**src/rtl/clken_pkg.sv**
```systemverilog
// Shared types and constants for the lock-qualified clock-enable generator.
package clken_pkg;

    // Lock qualification FSM states.
    typedef enum logic [1:0] {
        UNLOCKED = 2'd0,
        QUALIFY  = 2'd1,
        LOCKED   = 2'd2
    } lock_state_t;

    // Default number of consecutive synchronised-high cycles to declare lock.
    localparam int DEFAULT_LOCK_STABLE = 1000;

    // Width of the stable counter so it can hold values 0..lock_stable.
    function automatic int stable_cnt_w(input int lock_stable);
        return $clog2(lock_stable + 1);
    endfunction

endpackage

```
**src/rtl/clken_div.sv**
```systemverilog
// One clock-enable channel: phase counter, divide compare and registered enable.
// `run` is the lock state for the coming cycle; its registered copy is the
// lock state of the current cycle, which governs counting.
module clken_div #(
    parameter int DIVW = 8
) (
    input  logic            CLK,
    input  logic            RST_N,
    input  logic            run,
    input  logic            realign,
    input  logic [DIVW-1:0] div,
    output logic            en
);

    logic            r_run;
    logic [DIVW-1:0] r_cnt;
    logic            r_en;
    logic [DIVW-1:0] w_cnt_nxt;

    // Next phase: hold 0 when not locked or realigning, wrap on cnt >= div.
    always_comb begin
        w_cnt_nxt = '0;
        if (r_run && !realign && (r_cnt < div)) begin
            w_cnt_nxt = r_cnt + DIVW'(1);
        end
    end

    // Phase register and enable, which is high whenever the coming cycle is locked at phase 0.
    always_ff @(posedge CLK or negedge RST_N) begin
        if (!RST_N) begin
            r_run <= 1'b0;
            r_cnt <= '0;
            r_en  <= 1'b0;
        end else begin
            r_run <= run;
            r_cnt <= w_cnt_nxt;
            r_en  <= run && (w_cnt_nxt == '0);
        end
    end

    assign en = r_en;

endmodule

```
**src/rtl/pll_lock_clken.sv**
```systemverilog
// Lock-qualified clock-enable generator: synchronises and debounces the PLL
// lock flag, tracks lock losses, and drives NCH phase-aligned clock enables.
module pll_lock_clken
    import clken_pkg::*;
#(
    parameter int NCH         = 4,
    parameter int DIVW        = 8,
    parameter int LOCK_STABLE = DEFAULT_LOCK_STABLE,
    parameter int LOSTW       = 8
) (
    input  logic                CLK,
    input  logic                RST_N,
    input  logic                pll_locked,
    input  logic [NCH*DIVW-1:0] div,
    input  logic                resync,
    input  logic                clr_lost,
    output logic                locked_q,
    output logic [NCH-1:0]      clk_en,
    output logic [LOSTW-1:0]    lost_cnt,
    output logic                lost_sticky,
    output lock_state_t         o_dbg_state
);

    localparam int SW = stable_cnt_w(LOCK_STABLE);

    logic             r_sync1;
    logic             r_lk_s;
    lock_state_t      r_state;
    logic [SW-1:0]    r_stable_cnt;
    logic             r_locked_q;
    logic [LOSTW-1:0] r_lost_cnt;
    logic             r_lost_sticky;

    logic             w_qual_done;
    logic             w_run_nxt;
    logic             w_realign;
    logic             w_loss;

    // Two-flop synchroniser; the only place pll_locked is sampled.
    always_ff @(posedge CLK or negedge RST_N) begin
        if (!RST_N) begin
            r_sync1 <= 1'b0;
            r_lk_s  <= 1'b0;
        end else begin
            r_sync1 <= pll_locked;
            r_lk_s  <= r_sync1;
        end
    end

    // Last qualifying cycle: this edge brings the count to LOCK_STABLE.
    assign w_qual_done = (r_state == QUALIFY) && (r_stable_cnt == SW'(LOCK_STABLE - 1));
    // Lock state for the coming cycle; feeds the channels so they fire on the first LOCKED cycle.
    assign w_run_nxt   = r_lk_s && ((r_state == LOCKED) || w_qual_done);
    assign w_realign   = resync && (r_state == LOCKED);
    assign w_loss      = (r_state == LOCKED) && !r_lk_s;

    // Lock qualification FSM with registered lock output.
    always_ff @(posedge CLK or negedge RST_N) begin
        if (!RST_N) begin
            r_state      <= UNLOCKED;
            r_stable_cnt <= '0;
            r_locked_q   <= 1'b0;
        end else begin
            r_locked_q <= w_run_nxt;
            case (r_state)
                UNLOCKED: begin
                    if (r_lk_s) begin
                        r_state      <= QUALIFY;
                        r_stable_cnt <= SW'(1);
                    end else begin
                        r_stable_cnt <= '0;
                    end
                end
                QUALIFY: begin
                    if (!r_lk_s) begin
                        r_state      <= UNLOCKED;
                        r_stable_cnt <= '0;
                    end else begin
                        r_stable_cnt <= r_stable_cnt + SW'(1);
                        if (w_qual_done) begin
                            r_state <= LOCKED;
                        end
                    end
                end
                LOCKED: begin
                    if (!r_lk_s) begin
                        r_state      <= UNLOCKED;
                        r_stable_cnt <= '0;
                    end
                end
                default: begin
                    r_state      <= UNLOCKED;
                    r_stable_cnt <= '0;
                end
            endcase
        end
    end

    // Loss-of-lock tracking; a loss on the same edge as clr_lost wins and counts as the first loss.
    always_ff @(posedge CLK or negedge RST_N) begin
        if (!RST_N) begin
            r_lost_cnt    <= '0;
            r_lost_sticky <= 1'b0;
        end else if (w_loss) begin
            r_lost_sticky <= 1'b1;
            if (clr_lost) begin
                r_lost_cnt <= LOSTW'(1);
            end else if (r_lost_cnt != '1) begin
                r_lost_cnt <= r_lost_cnt + LOSTW'(1);
            end
        end else if (clr_lost) begin
            r_lost_cnt    <= '0;
            r_lost_sticky <= 1'b0;
        end
    end

    // One divider per channel, all sharing run/realign so equal ratios have zero skew.
    for (genvar gi = 0; gi < NCH; gi++) begin : g_ch
        clken_div #(
            .DIVW(DIVW)
        ) u_div (
            .CLK    (CLK),
            .RST_N  (RST_N),
            .run    (w_run_nxt),
            .realign(w_realign),
            .div    (div[gi*DIVW +: DIVW]),
            .en     (clk_en[gi])
        );
    end

    assign locked_q    = r_locked_q;
    assign lost_cnt    = r_lost_cnt;
    assign lost_sticky = r_lost_sticky;
    assign o_dbg_state = r_state;

endmodule

```
**config.mk**
```make
export PLATFORM = sky130hd
export DESIGN_NAME = pll_lock_clken
export DESIGN_NICKNAME = d
export VERILOG_FILES = /design/src/rtl/clken_pkg.sv /design/src/rtl/clken_div.sv /design/src/rtl/pll_lock_clken.sv
export SDC_FILE = /design/constraint.sdc
export NUM_CORES = 1
export LEC_CHECK = 0
export CORE_UTILIZATION = 45
export DETAILED_ROUTE_END_ITERATION = 10
export PLACE_DENSITY = 0.76
export SLEW_MARGIN = 20
export SYNTH_ARGS = -nofsm -noshare
export SYNTH_HDL_FRONTEND = slang
export SYNTH_SLANG_ARGS = --single-unit
```
**constraint.sdc**
```tcl
create_clock -name CLK -period 5.2 [get_ports CLK]
set_clock_uncertainty 0.15 [all_clocks]
set_input_delay 1.56 -clock CLK [delete_from_list [all_inputs] [get_ports CLK]]
set_output_delay 1.56 -clock CLK [all_outputs]
set_load 0.1 [all_outputs]
```
-- Yosys cells after proc, flatten, opt, wreduce, memory -nomap -nowiden
Cells that the tools add are included.
- output and inout port bits: 16
- bits of input ports: 37
- flip-flop bits (word level): 60
- logic and storage cells: 76
- add/sub/neg operators: 6
- eq/ne operators: 7
- multiplexer cells: 19
- magnitude comparators: 4
- reductions and logical operators: 25
- operators by type and width (cell ; number):
    two-way mux 8 bit ; 8
    adder 8 x 1 -> 8 bit, second input constant ; 5
    logical NOT 8 bit ; 4
    < comparator 8 bit ; 4
    one-hot mux 10 bit (3 select lines) ; 1
    two-way mux 10 bit ; 2
    logical AND 1 bit ; 13
    adder 10 x 1 -> 10 bit, second input constant ; 1
    equality test 10 bit, second input constant ; 1
    two-way mux 2 bit ; 4
    != test 8 bit, second input constant ; 1
    one-hot mux 2 bit (3 select lines) ; 1
    != test 2 bit, second input constant ; 2
    nonzero test 2 bit ; 2
    two-way mux 1 bit ; 3
    != test 3 bit, second input constant ; 1
    AND reduction 3 bit ; 1
    equality test 2 x 1 -> 1 bit, second input constant ; 1
    equality test 2 bit, second input constant ; 1
    logical NOT 1 bit ; 2
    logical NOT 2 bit ; 1
    AND reduction 2 bit ; 1
    logical OR 1 bit ; 1

-- Depth between registers and ports, before layout
- word-level depth: 8
- depth in mapped cells: 7
- mapped depth without buffers: 7

-- Cells and area by module
From an unflattened synthesis, not the netlist that was laid out.
- cells, all modules: 405
- area total of the unflattened synthesis: 4055.1 µm²
- by module, submodules not included (module ; area each (µm²) ; times used ; cells an instance ; sequential area each (µm²)):
    clken_div ; 683.2 ; 4 ; 68 ; 250.2
    pll_lock_clken ; 1322.5 ; 1 ; 133 ; 600.6

-- Least setup slack after synthesis
Ideal clock, no wire load.
- path type: input port to flip-flop
- start point: in div[1]
- end point: reg g_ch[0].u_div.r_en
- slack: 2.066 ns
- buffers on the path: 1
- arrival: 2.865 ns
- data required time: 4.931 ns
- stages: 7
- library setup time: 0.119 ns
- path through: inv_1 > ha_1 > a21o_1 > a211o_1 > a211o_1 > buf_6 > o21a_1
- longest elaborated chain between the ends: 5
- RTL lines (item ; RTL line ; text):
    start, declared ; pll_lock_clken.sv:14 ; input logic [NCH*DIVW-1:0] div,
    < comparator 8 bit ; clken_div.sv:23 ; if (r_run && !realign && (r_cnt < div)) begin
    logical AND 1 bit ; clken_div.sv:23 ;
    two-way mux 8 bit ; clken_div.sv:23 ;
    logical NOT 8 bit ; clken_div.sv:37 ; r_en <= run && (w_cnt_nxt == '0);
    logical AND 1 bit ; clken_div.sv:37 ;
    end signal, assigned ; clken_div.sv:37 ;
    end, declared ; clken_div.sv:17 ; logic r_en;
Every way passes these cells.
A chain may end at the register's enable or synchronous reset.

-- Worst setup path after layout
- start point: reg r_lost_cnt[7] (netlist: lost_cnt[7])
- end point: out lost_cnt[7]
- RTL lines (item ; RTL line ; text):
    start, declared ; pll_lock_clken.sv:31 ; logic [LOSTW-1:0] r_lost_cnt;
    start signal, assigned ; pll_lock_clken.sv:109 ; r_lost_cnt <= r_lost_cnt + LOSTW'(1);
    end, declared ; pll_lock_clken.sv:19 ; output logic [LOSTW-1:0] lost_cnt,
No word-level cell between the ends.

==> run metrics <==
result of the run=finished clean; TritonCTS clock tree=yes; final clock period utilization by the worst path=70.9%; switching fraction of total power=21.1%; R2R depth=5; number of inserted diodes=0; worst reg2reg startpoint=g_ch[2].u_div.r_cnt[1]$_DFF_PN0_; share of post-route cells with drive strength above 1=4.84%; share of synthesized registers carrying an async set or reset=100%; combinational cell fraction of total power=6.6%; RSZ-0062 raised after global routing=no; ANT nets after route=0; wirelength, routed=7300 µm; number of warnings printed during yosys synthesis=0; DR WL/cell=13.1 µm; setup slack on the worst flop-to-flop path=3.09 ns; final setup violation count=0; sequential fraction of the synthesis area=40.7%; Total Neg Setup Slack=0 ns; number of maximum-capacitance violations=0; # rows=32; total leakage power=2.14 nW; number of enable-type register cells in the synthesized netlist=0; first-pass iteration count of the detailed router=4; Floorplan Core Area=7810 µm²; horizontal die dimension=92.5 µm; growth of design area from synthesis to finish=21.5%; type of the worst min-delay path=flop to flop; Slowest cell on crit path=clkdlybuf4s50_1; maximum number of pins on one net before global-route repair=32; synthesized-area fraction occupied by and/or/nand/nor cells=21.6%; Distinct cells, synth=46; adder-cell share of the synthesized area=11.5%; Cell Chain, Critical Path=clkdlybuf4s50_1; launching element of the worst setup path=lost_cnt[7]$_DFFE_PN0P_; Die Outline Area=8550 µm²; vias in the first global route=3,014; global routing usage summed across all routing layers=18.7%; CTS H-Tree Depth=3; worst-margin pin slew=0.987 ns; number of cells on the critical path=1; wire length of the first global-routing pass=12,800 µm; number of endpoints with negative hold slack in the final report=0; largest voltage drop on the vdd net=0.131 mV; post-layout instance count excluding filler cells=557; Crit Reg-Reg Endpoint=g_ch[2].u_div.en$_DFF_PN0_; number of instances in the placed design=541; maximum buffer depth of the clock tree=2; relative slew slack=34.0%; Sw Pwr=0.000210 W; clock buffer count from CTS=9; via-per-instance ratio=5.38; Die Height=92.5 µm; DRC violation count after routing=0; arrival time worst endpoint=1.98 ns; largest family of logic cells by synthesized area=simple AND/OR/NAND/NOR gates; Detailed Route Iter0 Violations=106; number of instances in the synthesized netlist=398; Synth Area in XOR/XNOR=6.89%; critical path start-end classification=flop to output port; RePlAce Congestion=0.772; share of total power in the clock network=46.1%; number of clock sinks=60; delay contributed by the slowest stage of the critical path=1.17 ns; # Post-CTS Setup Buffers=0; Post-synth top flop=dfrtp_1; multiplexer area fraction after synthesis=1.09%; most frequent cells in the layout=dfrtp_1 (60), clkdlybuf4s50_1 (51), nor2_1 (47); initial antenna violation count=0; total count of max-transition violations in the final report=0; FMAX=0.271 GHz; worst path bufs/invs=1; count of port buffers added during placement=52; clock-pin slew of the registers on the worst-case setup and hold paths=0.07 ns; worst path required time=3.49 ns; detailed placer's ending HPWL=5520 µm; total power density per cell area=223 nW/µm²; hold-fix buffers at CTS=0; Internal Pwr Total=0.000786 W; number of resized instances in the post-cts repair step=0; synthesized net count=469; via total after detailed routing=2,997; fraction of the mapped netlist area in compound gates=12.4%; number of nets at the end of the flow=521; post-layout min period=3.69 ns; Clk Latency, worst-skew pair=0.34 ns; number of ports placed on the die boundary=53; end point of the critical path=lost_cnt[7]; synthesized area divided by synthesized cell count=9.26 µm²; power share of the sequential group=47.3%; Clock Tree Root=clkbuf_8; type of origin of the critical path=flop; number of storage elements in the synthesis netlist=60; family with the most delay on the worst path=buffers and inverters; final global-route overflow total=0; critical-path maximum fanout=6; kind of capture point of the worst setup path=output port; most common library cell in the layout ignoring fill and taps=dfrtp_1; Post-Syn Area=3680 µm²; Initial Util=47.2%
[synthesized netlist by cell type (2+ instances only)]
| master | count | area (µm²) |
|---|---|---|
| xor2_1 | 19 | 166 |
| dfrtp_1 | 60 | 1500 |
| nand2_1 | 27 | 101 |
| o22ai_1 | 2 | 12.5 |
| buf_6 | 2 | 22.5 |
| buf_4 | 4 | 30.0 |
| o21a_1 | 5 | 37.5 |
| nand4_1 | 9 | 56.3 |
| buf_2 | 2 | 10.0 |
| ha_1 | 34 | 425 |
| or3_1 | 2 | 12.5 |
| nor2b_1 | 3 | 18.8 |
| a21o_1 | 3 | 22.5 |
| nand2b_1 | 9 | 56.3 |
| nor3_1 | 10 | 50.1 |
| nand3_1 | 17 | 85.1 |
| and4_1 | 3 | 26.3 |
| and4_2 | 4 | 40.0 |
| nor2_1 | 47 | 176 |
| a211oi_1 | 5 | 37.5 |
| o211ai_1 | 3 | 22.5 |
| and3_1 | 14 | 87.6 |
| a31oi_1 | 5 | 31.3 |
| nand3b_1 | 3 | 22.5 |
| o21ai_0 | 20 | 100 |
| inv_1 | 36 | 135 |
| a22o_1 | 2 | 17.5 |
| a211o_1 | 7 | 61.3 |
| clkbuf_1 | 4 | 15.0 |
| mux2i_1 | 4 | 40.0 |
| a21oi_1 | 9 | 45.0 |
| xnor2_1 | 10 | 87.6 |
[flip-flops by register name, summed over array words and instances, names as in the netlist]
register,cells
g_ch.u_div.r_cnt,32
r_stable_cnt,10
lost_cnt,8
g_ch.u_div.en,4
o_dbg_state,2
g_ch.u_div.r_run,1
lost_sticky,1
r_lk_s,1
r_sync1,1
[worst min-delay path by stage]
stage               slack, ns              start               end  cells after the start
global placement         0.19  r_sync1$_DFF_PN0_  r_lk_s$_DFF_PN0_                      0
detailed placement       0.20  r_sync1$_DFF_PN0_  r_lk_s$_DFF_PN0_                      0
global route             0.23  r_sync1$_DFF_PN0_  r_lk_s$_DFF_PN0_                      0
finish                   0.22  r_sync1$_DFF_PN0_  r_lk_s$_DFF_PN0_                      0
CTS                      0.22  r_sync1$_DFF_PN0_  r_lk_s$_DFF_PN0_                      0
floorplan                0.18  r_sync1$_DFF_PN0_  r_lk_s$_DFF_PN0_                      0
[worst reg2reg max path, stage by stage (launching register included)]
cell and delay, ns:
dfrtp_1 0.44, ha_1 0.31, a21o_1 0.17, a211o_1 0.30, a211o_1 0.42, o21a_1 0.22
[final cells by class]
| type | count | area (µm²) |
|---|---|---|
| fill | 687 | 3330 |
| tap | 102 | 128 |
| clock inverter | 4 | 72.6 |
| clock buffer | 12 | 145 |
| timing repair buffer | 53 | 523 |
| sequential | 60 | 1500 |
| multi-input combinational | 290 | 1970 |
| inverter | 36 | 135 |
[power groups by stage]
stage          clock network [W]  logic (W)  registers, W
2_1_floorplan                  0  0.0000205      0.000482
3_3_place_gp                   0  0.0000643      0.000480
3_5_place_dp                   0  0.0000666      0.000480
4_1_cts                 0.000473  0.0000672      0.000471
5_1_grt                 0.000491  0.0000746      0.000471
6_report                0.000460  0.0000654      0.000471
[metal layers]
| metal | vias up | wire [µm] | share of wire (%) | track usage [%] |
|---|---|---|---|---|
| met1 | 1426 | 3450 | 47 | 22.8 |
| met3 | 14 | 244 | 3.3 | 3.12 |
| met2 | 52 | 3440 | 47 | 32.3 |
| met5 | - | 0 | 0 | 0 |
| li1 | 1505 | - | - | - |
| met4 | 0 | 172 | 2.4 | 8.59 |
[cells by family after synthesis]
family / count (synthesis)
xor+xnor: 29
compound gates: 68
mux: 4
simple gates: 155
buf+inv: 48
flops: 60
fa+ha+maj: 34
[per-stage QoR]
step	setup slack, ns	hold WS, ns	utilization, %	total power [W]	cell area, µm²
after detailed placement	1.48	0.205	54.5	0.000547	4260
final	1.51	0.215	57.3	0.000997	4480
after global routing	1.43	0.226	57.3	0.00104	4480
after CTS	1.47	0.220	57.3	0.00101	4480
after global placement	1.55	0.185	54.5	0.000544	4260
after floorplan	2.07	0.181	-	0.000503	3680
No activity file was read; power rests on OpenSTA's default activity.
